File: src/rtl/common_dffcam_alloc_pkg.sv
// Shared FSM state encoding and index-width helper for the DFF CAM
// lookup-or-allocate controller.
package common_dffcam_alloc_pkg;

    typedef enum logic [1:0] {
        ST_IDLE   = 2'd0,
        ST_LOOKUP = 2'd1,
        ST_ALLOC  = 2'd2,
        ST_RESP   = 2'd3
    } alloc_state_t;

    function automatic int calc_idx_width(input int depth);
        return (depth > 1) ? $clog2(depth) : 1;
    endfunction

endpackage

File: src/rtl/common_dffcam_alloc_victim.sv
// Combinational victim selection for the allocation controller. With
// COMMON_DFFCAM_ALLOC_FREE_FIRST_EN defined, the lowest invalid entry beats the round-robin pointer.
module common_dffcam_alloc_victim
    import common_dffcam_alloc_pkg::*;
#(
    parameter int CAM_DEPTH = 8,
    parameter int IDX_WIDTH = calc_idx_width(CAM_DEPTH)
) (
    input  logic [CAM_DEPTH-1:0] vmask,
    input  logic [IDX_WIDTH-1:0] ptr,
    output logic [IDX_WIDTH-1:0] victim,
    output logic                 from_ptr
);

`ifdef COMMON_DFFCAM_ALLOC_FREE_FIRST_EN
    always_comb begin
        victim   = ptr;
        from_ptr = 1'b1;
        // Scan downward so the lowest-index free entry is the last one written.
        for (int i = CAM_DEPTH - 1; i >= 0; i--) begin
            if (!vmask[i]) begin
                victim   = IDX_WIDTH'(i);
                from_ptr = 1'b0;
            end
        end
    end
`else
    logic unused_vmask;

    assign unused_vmask = ^vmask;
    assign victim       = ptr;
    assign from_ptr     = 1'b1;
`endif

endmodule

File: src/rtl/common_dffcam_alloc_ctrl.sv
// Lookup-or-allocate controller and sole writer of a binary-addressed DFF CAM.
// Victim policy is selected by COMMON_DFFCAM_ALLOC_FREE_FIRST_EN (see common_dffcam_alloc_victim).
module common_dffcam_alloc_ctrl
    import common_dffcam_alloc_pkg::*;
#(
    parameter  int CAM_DEPTH = 8,
    parameter  int CAM_WIDTH = 8,
    localparam int IDX_WIDTH = calc_idx_width(CAM_DEPTH)
) (
    input  logic                 clk,
    input  logic                 reset,
    input  logic                 req_valid,
    output logic                 req_ready,
    input  logic [CAM_WIDTH-1:0] req_key,
    output logic                 resp_valid,
    input  logic                 resp_ready,
    output logic [IDX_WIDTH-1:0] resp_idx,
    output logic                 resp_hit,
    output logic                 resp_evict,
    input  logic                 rel_valid,
    output logic                 rel_ready,
    input  logic [IDX_WIDTH-1:0] rel_idx,
    output logic [IDX_WIDTH-1:0] cam_addr,
    output logic                 cam_en,
    output logic                 cam_we,
    output logic [CAM_WIDTH-1:0] cam_din,
    output logic                 cam_din_valid,
    output logic [CAM_WIDTH-1:0] cam_qdata,
    input  logic [IDX_WIDTH-1:0] cam_qaddr,
    input  logic                 cam_qvalid
);

    alloc_state_t         state;
    alloc_state_t         state_next;
    logic [CAM_WIDTH-1:0] key_q;
    logic [IDX_WIDTH-1:0] idx_q;
    logic                 hit_q;
    logic                 evict_q;
    logic [IDX_WIDTH-1:0] ptr;
    logic [CAM_DEPTH-1:0] vmask;
    logic [CAM_DEPTH-1:0] vmask_next;
    logic [IDX_WIDTH-1:0] victim;
    logic                 from_ptr;
    logic                 victim_valid;
    logic                 rel_fire;
    logic                 hit_cancel;
    logic                 lookup_hit;

    common_dffcam_alloc_victim #(
        .CAM_DEPTH (CAM_DEPTH),
        .IDX_WIDTH (IDX_WIDTH)
    ) u_victim (
        .vmask    (vmask),
        .ptr      (ptr),
        .victim   (victim),
        .from_ptr (from_ptr)
    );

    assign req_ready  = !reset && (state == ST_IDLE);
    assign rel_ready  = !reset && (state != ST_ALLOC);
    assign resp_valid = !reset && (state == ST_RESP);
    assign resp_idx   = idx_q;
    assign resp_hit   = hit_q;
    assign resp_evict = evict_q;
    assign cam_qdata  = key_q;
    assign cam_we     = cam_en;

    assign rel_fire   = rel_valid && rel_ready;
    // A release that lands on the entry being hit makes the match stale.
    assign hit_cancel = rel_fire && (rel_idx == cam_qaddr);
    assign lookup_hit = cam_qvalid && !hit_cancel;

    always_comb begin
        victim_valid = 1'b0;
        for (int i = 0; i < CAM_DEPTH; i++) begin
            if (victim == IDX_WIDTH'(i)) begin
                victim_valid = vmask[i];
            end
        end
    end

    always_comb begin
        vmask_next = vmask;
        for (int i = 0; i < CAM_DEPTH; i++) begin
            if ((state == ST_ALLOC) && (victim == IDX_WIDTH'(i))) begin
                vmask_next[i] = 1'b1;
            end
            if (rel_fire && (rel_idx == IDX_WIDTH'(i))) begin
                vmask_next[i] = 1'b0;
            end
        end
    end

    always_comb begin
        state_next    = state;
        cam_en        = 1'b0;
        cam_addr      = '0;
        cam_din       = '0;
        cam_din_valid = 1'b0;
        case (state)
            ST_IDLE:   if (req_valid) state_next = ST_LOOKUP;
            ST_LOOKUP: state_next = lookup_hit ? ST_RESP : ST_ALLOC;
            ST_ALLOC:  state_next = ST_RESP;
            ST_RESP:   if (resp_ready) state_next = ST_IDLE;
            default:   state_next = ST_IDLE;
        endcase
        // Allocation write and release write never coincide: releases stall in ALLOC.
        if (state == ST_ALLOC) begin
            cam_en        = 1'b1;
            cam_addr      = victim;
            cam_din       = key_q;
            cam_din_valid = 1'b1;
        end else if (rel_fire) begin
            cam_en   = 1'b1;
            cam_addr = rel_idx;
        end
    end

    always_ff @(posedge clk or posedge reset) begin
        if (reset) begin
            state   <= ST_IDLE;
            key_q   <= '0;
            idx_q   <= '0;
            hit_q   <= 1'b0;
            evict_q <= 1'b0;
            ptr     <= '0;
            vmask   <= '0;
        end else begin
            state <= state_next;
            vmask <= vmask_next;
            if ((state == ST_IDLE) && req_valid) begin
                key_q <= req_key;
            end
            if ((state == ST_LOOKUP) && lookup_hit) begin
                idx_q   <= cam_qaddr;
                hit_q   <= 1'b1;
                evict_q <= 1'b0;
            end
            if (state == ST_ALLOC) begin
                idx_q   <= victim;
                hit_q   <= 1'b0;
                evict_q <= victim_valid;
                if (from_ptr) begin
                    ptr <= (ptr == IDX_WIDTH'(CAM_DEPTH - 1)) ? '0 : ptr + 1'b1;
                end
            end
        end
    end

endmodule

File: config.mk
export PLATFORM = sky130hd
export DESIGN_NAME = common_dffcam_alloc_ctrl
export DESIGN_NICKNAME = d
export VERILOG_FILES = /design/src/rtl/common_dffcam_alloc_pkg.sv /design/src/rtl/common_dffcam_alloc_victim.sv /design/src/rtl/common_dffcam_alloc_ctrl.sv
export SDC_FILE = /design/constraint.sdc
export NUM_CORES = 1
export LEC_CHECK = 0
export CAP_MARGIN = 10
export CORE_AREA = 2 2 68 70
export CTS_BUF_LIST = sky130_fd_sc_hd__clkbuf_4 sky130_fd_sc_hd__clkbuf_8 sky130_fd_sc_hd__clkbuf_16
export CTS_CLUSTER_DIAMETER = 50
export DETAILED_ROUTE_END_ITERATION = 8
export DIE_AREA = 0 0 70 72
export MAX_ROUTING_LAYER = met4
export SYNTH_ARGS = -nofsm -noshare
export SYNTH_HDL_FRONTEND = slang
export SYNTH_SLANG_ARGS = --single-unit
File: constraint.sdc
create_clock -name clk -period 3.7 [get_ports clk]
set_clock_uncertainty 0.1 [all_clocks]
set_input_delay 0.555 -clock clk [delete_from_list [all_inputs] [get_ports clk]]
set_output_delay 0.555 -clock clk [all_outputs]
set_load 0.01 [all_outputs]
# Word level (Yosys, flattened, before mapping)
# Index checks and enable logic that the tools add are counted.
dict set report totals {
  reg_bits 26
  latch_bits 0
  mem_bits_rw 0
  romBits 0
  in_bits 20
  output_inout_bits 30
  elab_cells 116
  n_memories 0
}
dict set report op_classes {
  add_sub_neg 1
  n_mul 0
  div_mod_pow 0
  order_cmp 0
  n_eq_ne 21
  n_shift 0
  n_mux 41
  bitwise 0
  reduce_logical 39
}
# cell count
set op_table {}
lappend op_table {{$mux 1} 32}
lappend op_table {{$eq 3x3->1 const B} 8}
lappend op_table {{$logic_and 1x1->1} 24}
lappend op_table {{$reduce_bool 2->1} 9}
lappend op_table {{$mux 3} 5}
lappend op_table {{$eq 3x2->1 const B} 4}
lappend op_table {{$mux 8} 1}
lappend op_table {{$pmux 2 s4} 1}
lappend op_table {{$eq 3x1->1 const B} 2}
lappend op_table {{$logic_not 3->1} 2}
lappend op_table {{$ne 2x2->1 const B} 3}
lappend op_table {{$eq 2x2->1 const B} 2}
lappend op_table {{$mux 2} 2}
lappend op_table {{$add 3x1->3 const B} 1}
lappend op_table {{$eq 3x3->1} 1}
lappend op_table {{$eq 2x1->1 const B} 1}
lappend op_table {{$logic_not 1->1} 2}
lappend op_table {{$logic_not 2->1} 1}
lappend op_table {{$reduce_and 2->1} 1}

# Depth between registers and ports, before layout
dict set report depth {
  ltp_word 10
  ltp_mapped 8
  mapped_depth_nobuf 6
}

# By module
# From an unflattened synthesis, not the netlist that was laid out.
dict set report unflattened {
  cells_unflattened 146
  area_unflattened_um2 1544.0
}
# mod n_inst cells_per_inst area_each_um2 seq_area_each_um2
set modules_own_cells {}
lappend modules_own_cells {common_dffcam_alloc_ctrl 1 141 1510.2 650.6}
lappend modules_own_cells {common_dffcam_alloc_victim 1 5 33.8 0.0}

# Least setup slack after synthesis
# OpenSTA, ideal clock, no wires.
dict set report synth_timing {
  kind {input-to-output}
  start {input reset}
  end {output cam_we}
  arrival_time_ns 1.506
  required_time_ns 3.045
  slack_ns 1.539
  stages 3
  n_path_buf 1
  path_cell_list {inv_1 -> a21o_1 -> buf_4}
}
dict set report synth_between {
  elab_chain_len 5
}
# element line_no
set synth_lines {}
lappend synth_lines {{start: declaration} common_dffcam_alloc_ctrl.sv:11} ;# input logic reset,
lappend synth_lines {{$logic_not 1->1 (no source line)} n/a}
lappend synth_lines {{$logic_and 1x1->1} common_dffcam_alloc_ctrl.sv:60} ;# assign rel_ready = !reset && (state != ST_ALLOC);
lappend synth_lines {{$logic_and 1x1->1} common_dffcam_alloc_ctrl.sv:68} ;# assign rel_fire = rel_valid && rel_ready;
lappend synth_lines {{$mux 1} common_dffcam_alloc_ctrl.sv:113} ;# end else if (rel_fire) begin
lappend synth_lines {{$mux 1} common_dffcam_alloc_ctrl.sv:108} ;# if (state == ST_ALLOC) begin
lappend synth_lines {{end: declaration} common_dffcam_alloc_ctrl.sv:25} ;# output logic cam_we,
# Every way passes these cells.

# Final worst setup path
dict set report layout_timing {
  start {register state[0]}
  end {output cam_addr[1]}
}
dict set report layout_between {
  elab_chain_len 5
  word_cells_on_any_way 6
  classes_between {2 x eq/ne; 2 x mux; 2 x reduce/logical}
}
# element line_no
set layout_lines {}
lappend layout_lines {{start: declaration} common_dffcam_alloc_ctrl.sv:33} ;# alloc_state_t state;
lappend layout_lines {{start signal: assignment} common_dffcam_alloc_ctrl.sv:129} ;# state <= state_next;
lappend layout_lines {{$ne 2x2->1} common_dffcam_alloc_ctrl.sv:60}
lappend layout_lines {{$logic_and 1x1->1} common_dffcam_alloc_ctrl.sv:60}
lappend layout_lines {{$logic_and 1x1->1} common_dffcam_alloc_ctrl.sv:68}
lappend layout_lines {{$mux 3} common_dffcam_alloc_ctrl.sv:113}
lappend layout_lines {{$mux 3 (*)} common_dffcam_alloc_ctrl.sv:108}
lappend layout_lines {{end: declaration} common_dffcam_alloc_ctrl.sv:23} ;# output logic [IDX_WIDTH-1:0] cam_addr,
# Mark *: on every way between the ends. The rest lies on a longest branch, timed or not.

==> summary.txt <==
Status
  – Status: completed

Placed design
  – Placer congestion estimate: 0.8504
  – PortBufs: 49
  – Placed Cells: 237
  – Post-DP Area: 1984 um^2
  – Hpwl dp: 2760 um

Yosys
  – Synthesis-stage register bit count: 26
  – Warnings, synthesis: 0
  – Synth Area in Simple Gates: 12.47%
  – Syn_area_per_cell: 10.39 um^2
  – Sequential area share after synthesis: 44.71%
  – Synth unique cells: 29
  – Synthesized Nets: 171
  – Mux cell area share after synthesis: 11.09%
  – Complex-gate fraction of the synthesized area: 14.53%
  – Synth top area cells: dfrtp_1 (45%), ha_1 (9.5%), mux2_2 (7.0%), a21oi_1 (6.2%), mux2i_1 (4.1%)
  – Synth area leader: dfrtp_1
  – Adder-Cell Fraction of Synth Area: 9.458%
  – Cells after synthesis: 140
  – Largest family of logic cells by synthesized area: compound AO/OA/AOI/OAI gates
  – Post-Synth XOR/XNOR Area: 1.806%
  – Top cell type's share of synthesized area: 44.71%
  – Mapped cell area: 1455 um^2

Clock tree
  – H-tree levels: 1
  – Maximum clock insertion buffer count: 2
  – Post-CTS Setup Bufs: 0
  – Worst-skew pair later-pin latency: 270 ps
  – Sink Count: 26
  – CTS Hold Buffers Added: 0
  – Inserted Clock Buffers: 3
  – Post-cts sizing count: 0
  – CTS tree: done
  – Root buffer cell: clkbuf_8
  – Clock transition at path regs: 90 ps

Worst setup path
  – Worst endpoint required time: 3040 ps
  – CP endpoint kind: output port
  – CP Max Fanout: 16
  – Crit-path cells: inv_1 > ha_1 > clkinv_1 > o21ai_0 > clkdlybuf4s50_1
  – CP Depth: 5
  – Worst R2R Setup Slack: 1410 ps
  – Worst-case reg-to-reg path depth: 6
  – CP peak stage delay: 570 ps
  – CP Data Arrival Time: 2590 ps
  – Crit Reg-Reg Startpoint: state[0]
  – CP Class: register to output port
  – Worst R2R End: vmask[1]
  – CP Buf/Inv Count: 3
  – Slowest CP cell: clkdlybuf4s50_1
  – CP top delay family: buffers and inverters
  – Worst Setup Start Kind: register

Worst hold path
  – Hold wc startpoint: resp_hit
  – Worst Hold Depth: 2
  – Hold Path Class: register to register
  – Worst Hold End: resp_hit

GRT
  – GR Util All Layers: 14.84%
  – GRT met2 Usage: 26.14%
  – Initial antenna violation count: 0
  – Met3 usage: 2.083%
  – Vias in the first global route: 1,280
  – GRT met1 Usage: 18.30%
  – GRT Max-Usage Layer: met2
  – GRT overflow: 0
  – First-pass GRT wire length: 5858 um
  – Largest net degree at the start of global routing: 27

Route
  – Starting DRT DRC Count: 133
  – Final WL: 3574 um
  – Avg WL per Cell: 14.83 um
  – Detailed-route DRC error count: 0
  – Routed vias: 1,183
  – Via/cell ratio: 4.909
  – Drt pass-1 iters: 4
  – ANT nets after route: 0

Floorplanning
  – Die H: 72 um
  – # rows: 24
  – Starting density of the core: 34.13%
  – Die area: 5040 um^2
  – Die X-Extent: 70 um
  – Core area: 4264 um^2
  – IO Count: 50

STA
  – RSZ-0062 raised after global routing: false
  – Max-slew violations: 0
  – Worst slew margin: 60.45%
  – Final Hold Violating Endpoints: 0
  – Tightest Pin Transition: 593.2 ps
  – Minimum clock period: 3248 ps
  – Final period utilization: 87.79%
  – TNS Setup: 0 ps
  – Fmax: 307.9 MHz
  – Final Setup Violations: 0
  – Hold Worst Slack: 429.2 ps

Finish
  – Area Growth Syn to Fin: 40.16%
  – Layout cells sized above 1: 8.995%
  – Commonest non-fill, non-tap cell in the layout: clkdlybuf4s50_1
  – Fin area: 2039 um^2
  – Non-Filler Instances: 241
  – Most frequent cells in the layout: clkdlybuf4s50_1 (49), dfrtp_1 (26), a21oi_1 (18)
  – NumNets Final: 221
  – N_diodes: 0

Run
  – Max cap viols: 0

Power
  – Max VDD drop: 324.8 uV
  – Leak: 0.8972 nW
  – PD cells: 805.4 nW/um^2
## cell type report
type	instances	area [um^2]
well taps	52	65.06
fillers	399	2225
flip-flops and latches	26	650.6
multi-input cells	96	718.2
clock buffers	4	55.05
repair buffers	51	505.5
inverters	12	45.04
## report_power, final
group	total [mW]	internal (mW)	switching (mW)	leakage (nW)
clock	0.185	0.0952	0.0896	0.0288
sequential	0.538	0.429	0.108	0.304
combinational	0.920	0.489	0.431	0.564
## cell usage after synthesis (all sizes together)
cell	n
a2111oi	1
dfrtp	26
clkinv	1
ha	11
o22ai	1
nor2b	4
nand3b	1
a211oi	1
a22oi	1
clkbuf	3
o221ai	1
o21ai	4
buf	3
nand3	2
a31oi	6
mux2	9
mux2i	6
a21o	2
nor3b	1
nor3	2
a21oi	18
nor2	6
a41o	1
and2	9
inv	11
and4bb	1
xnor2	3
nand2	5
## how the worst max path moves through the flow
stage,from,to,slack (ps)
6_report,state[0],cam_addr[1],450
5_1_grt,state[0],cam_addr[0],230
4_1_cts,state[0],cam_addr[1],430
3_5_place_dp,state[0],cam_addr[1],710
3_3_place_gp,reset,cam_addr[2],800
2_1_floorplan,reset,cam_we,1540
## per-layer routing
metal	routed length [um]	vias to the layer above
met4	16	0
met5	0	-
met1	1584	567
met2	1834	34
met3	139	2
li1	-	580
## worst reg2reg max path, cell delays in order, from the launching register on
cell,delay [ps]
dfrtp_1,410
inv_1,130
ha_1,550
clkinv_1,400
nor2_1,350
a21oi_1,130
a21oi_1,140
## state kept, by name, summed over array words and instances, names as in the netlist
signal,cells
cam_qdata,8
vmask,8
ptr,3
resp_idx,3
state,2
resp_evict,1
resp_hit,1
## through the flow
stage	setup slack (ps)	total power [mW]	util (%)
after global routing	233.5	1.771	47.83
after CTS	433.9	1.660	47.83
after global placement	802.8	1.440	46.54
after detailed placement	709.1	1.467	46.54
after floorplan	1539	1.055	-
final	451.7	1.643	47.83
## logic make-up (layout without fill, tap and decap cells)
group,Yosys count,count (layout)
AO/OA/AOI/OAI,36,36
XOR/XNOR,3,3
adder cells (fa/ha/maj),11,11
buffers and inverters,18,67
flip-flops,26,26
multiplexers,15,15
AND/OR/NAND/NOR,31,31
Power figures use the tool's default switching activity.
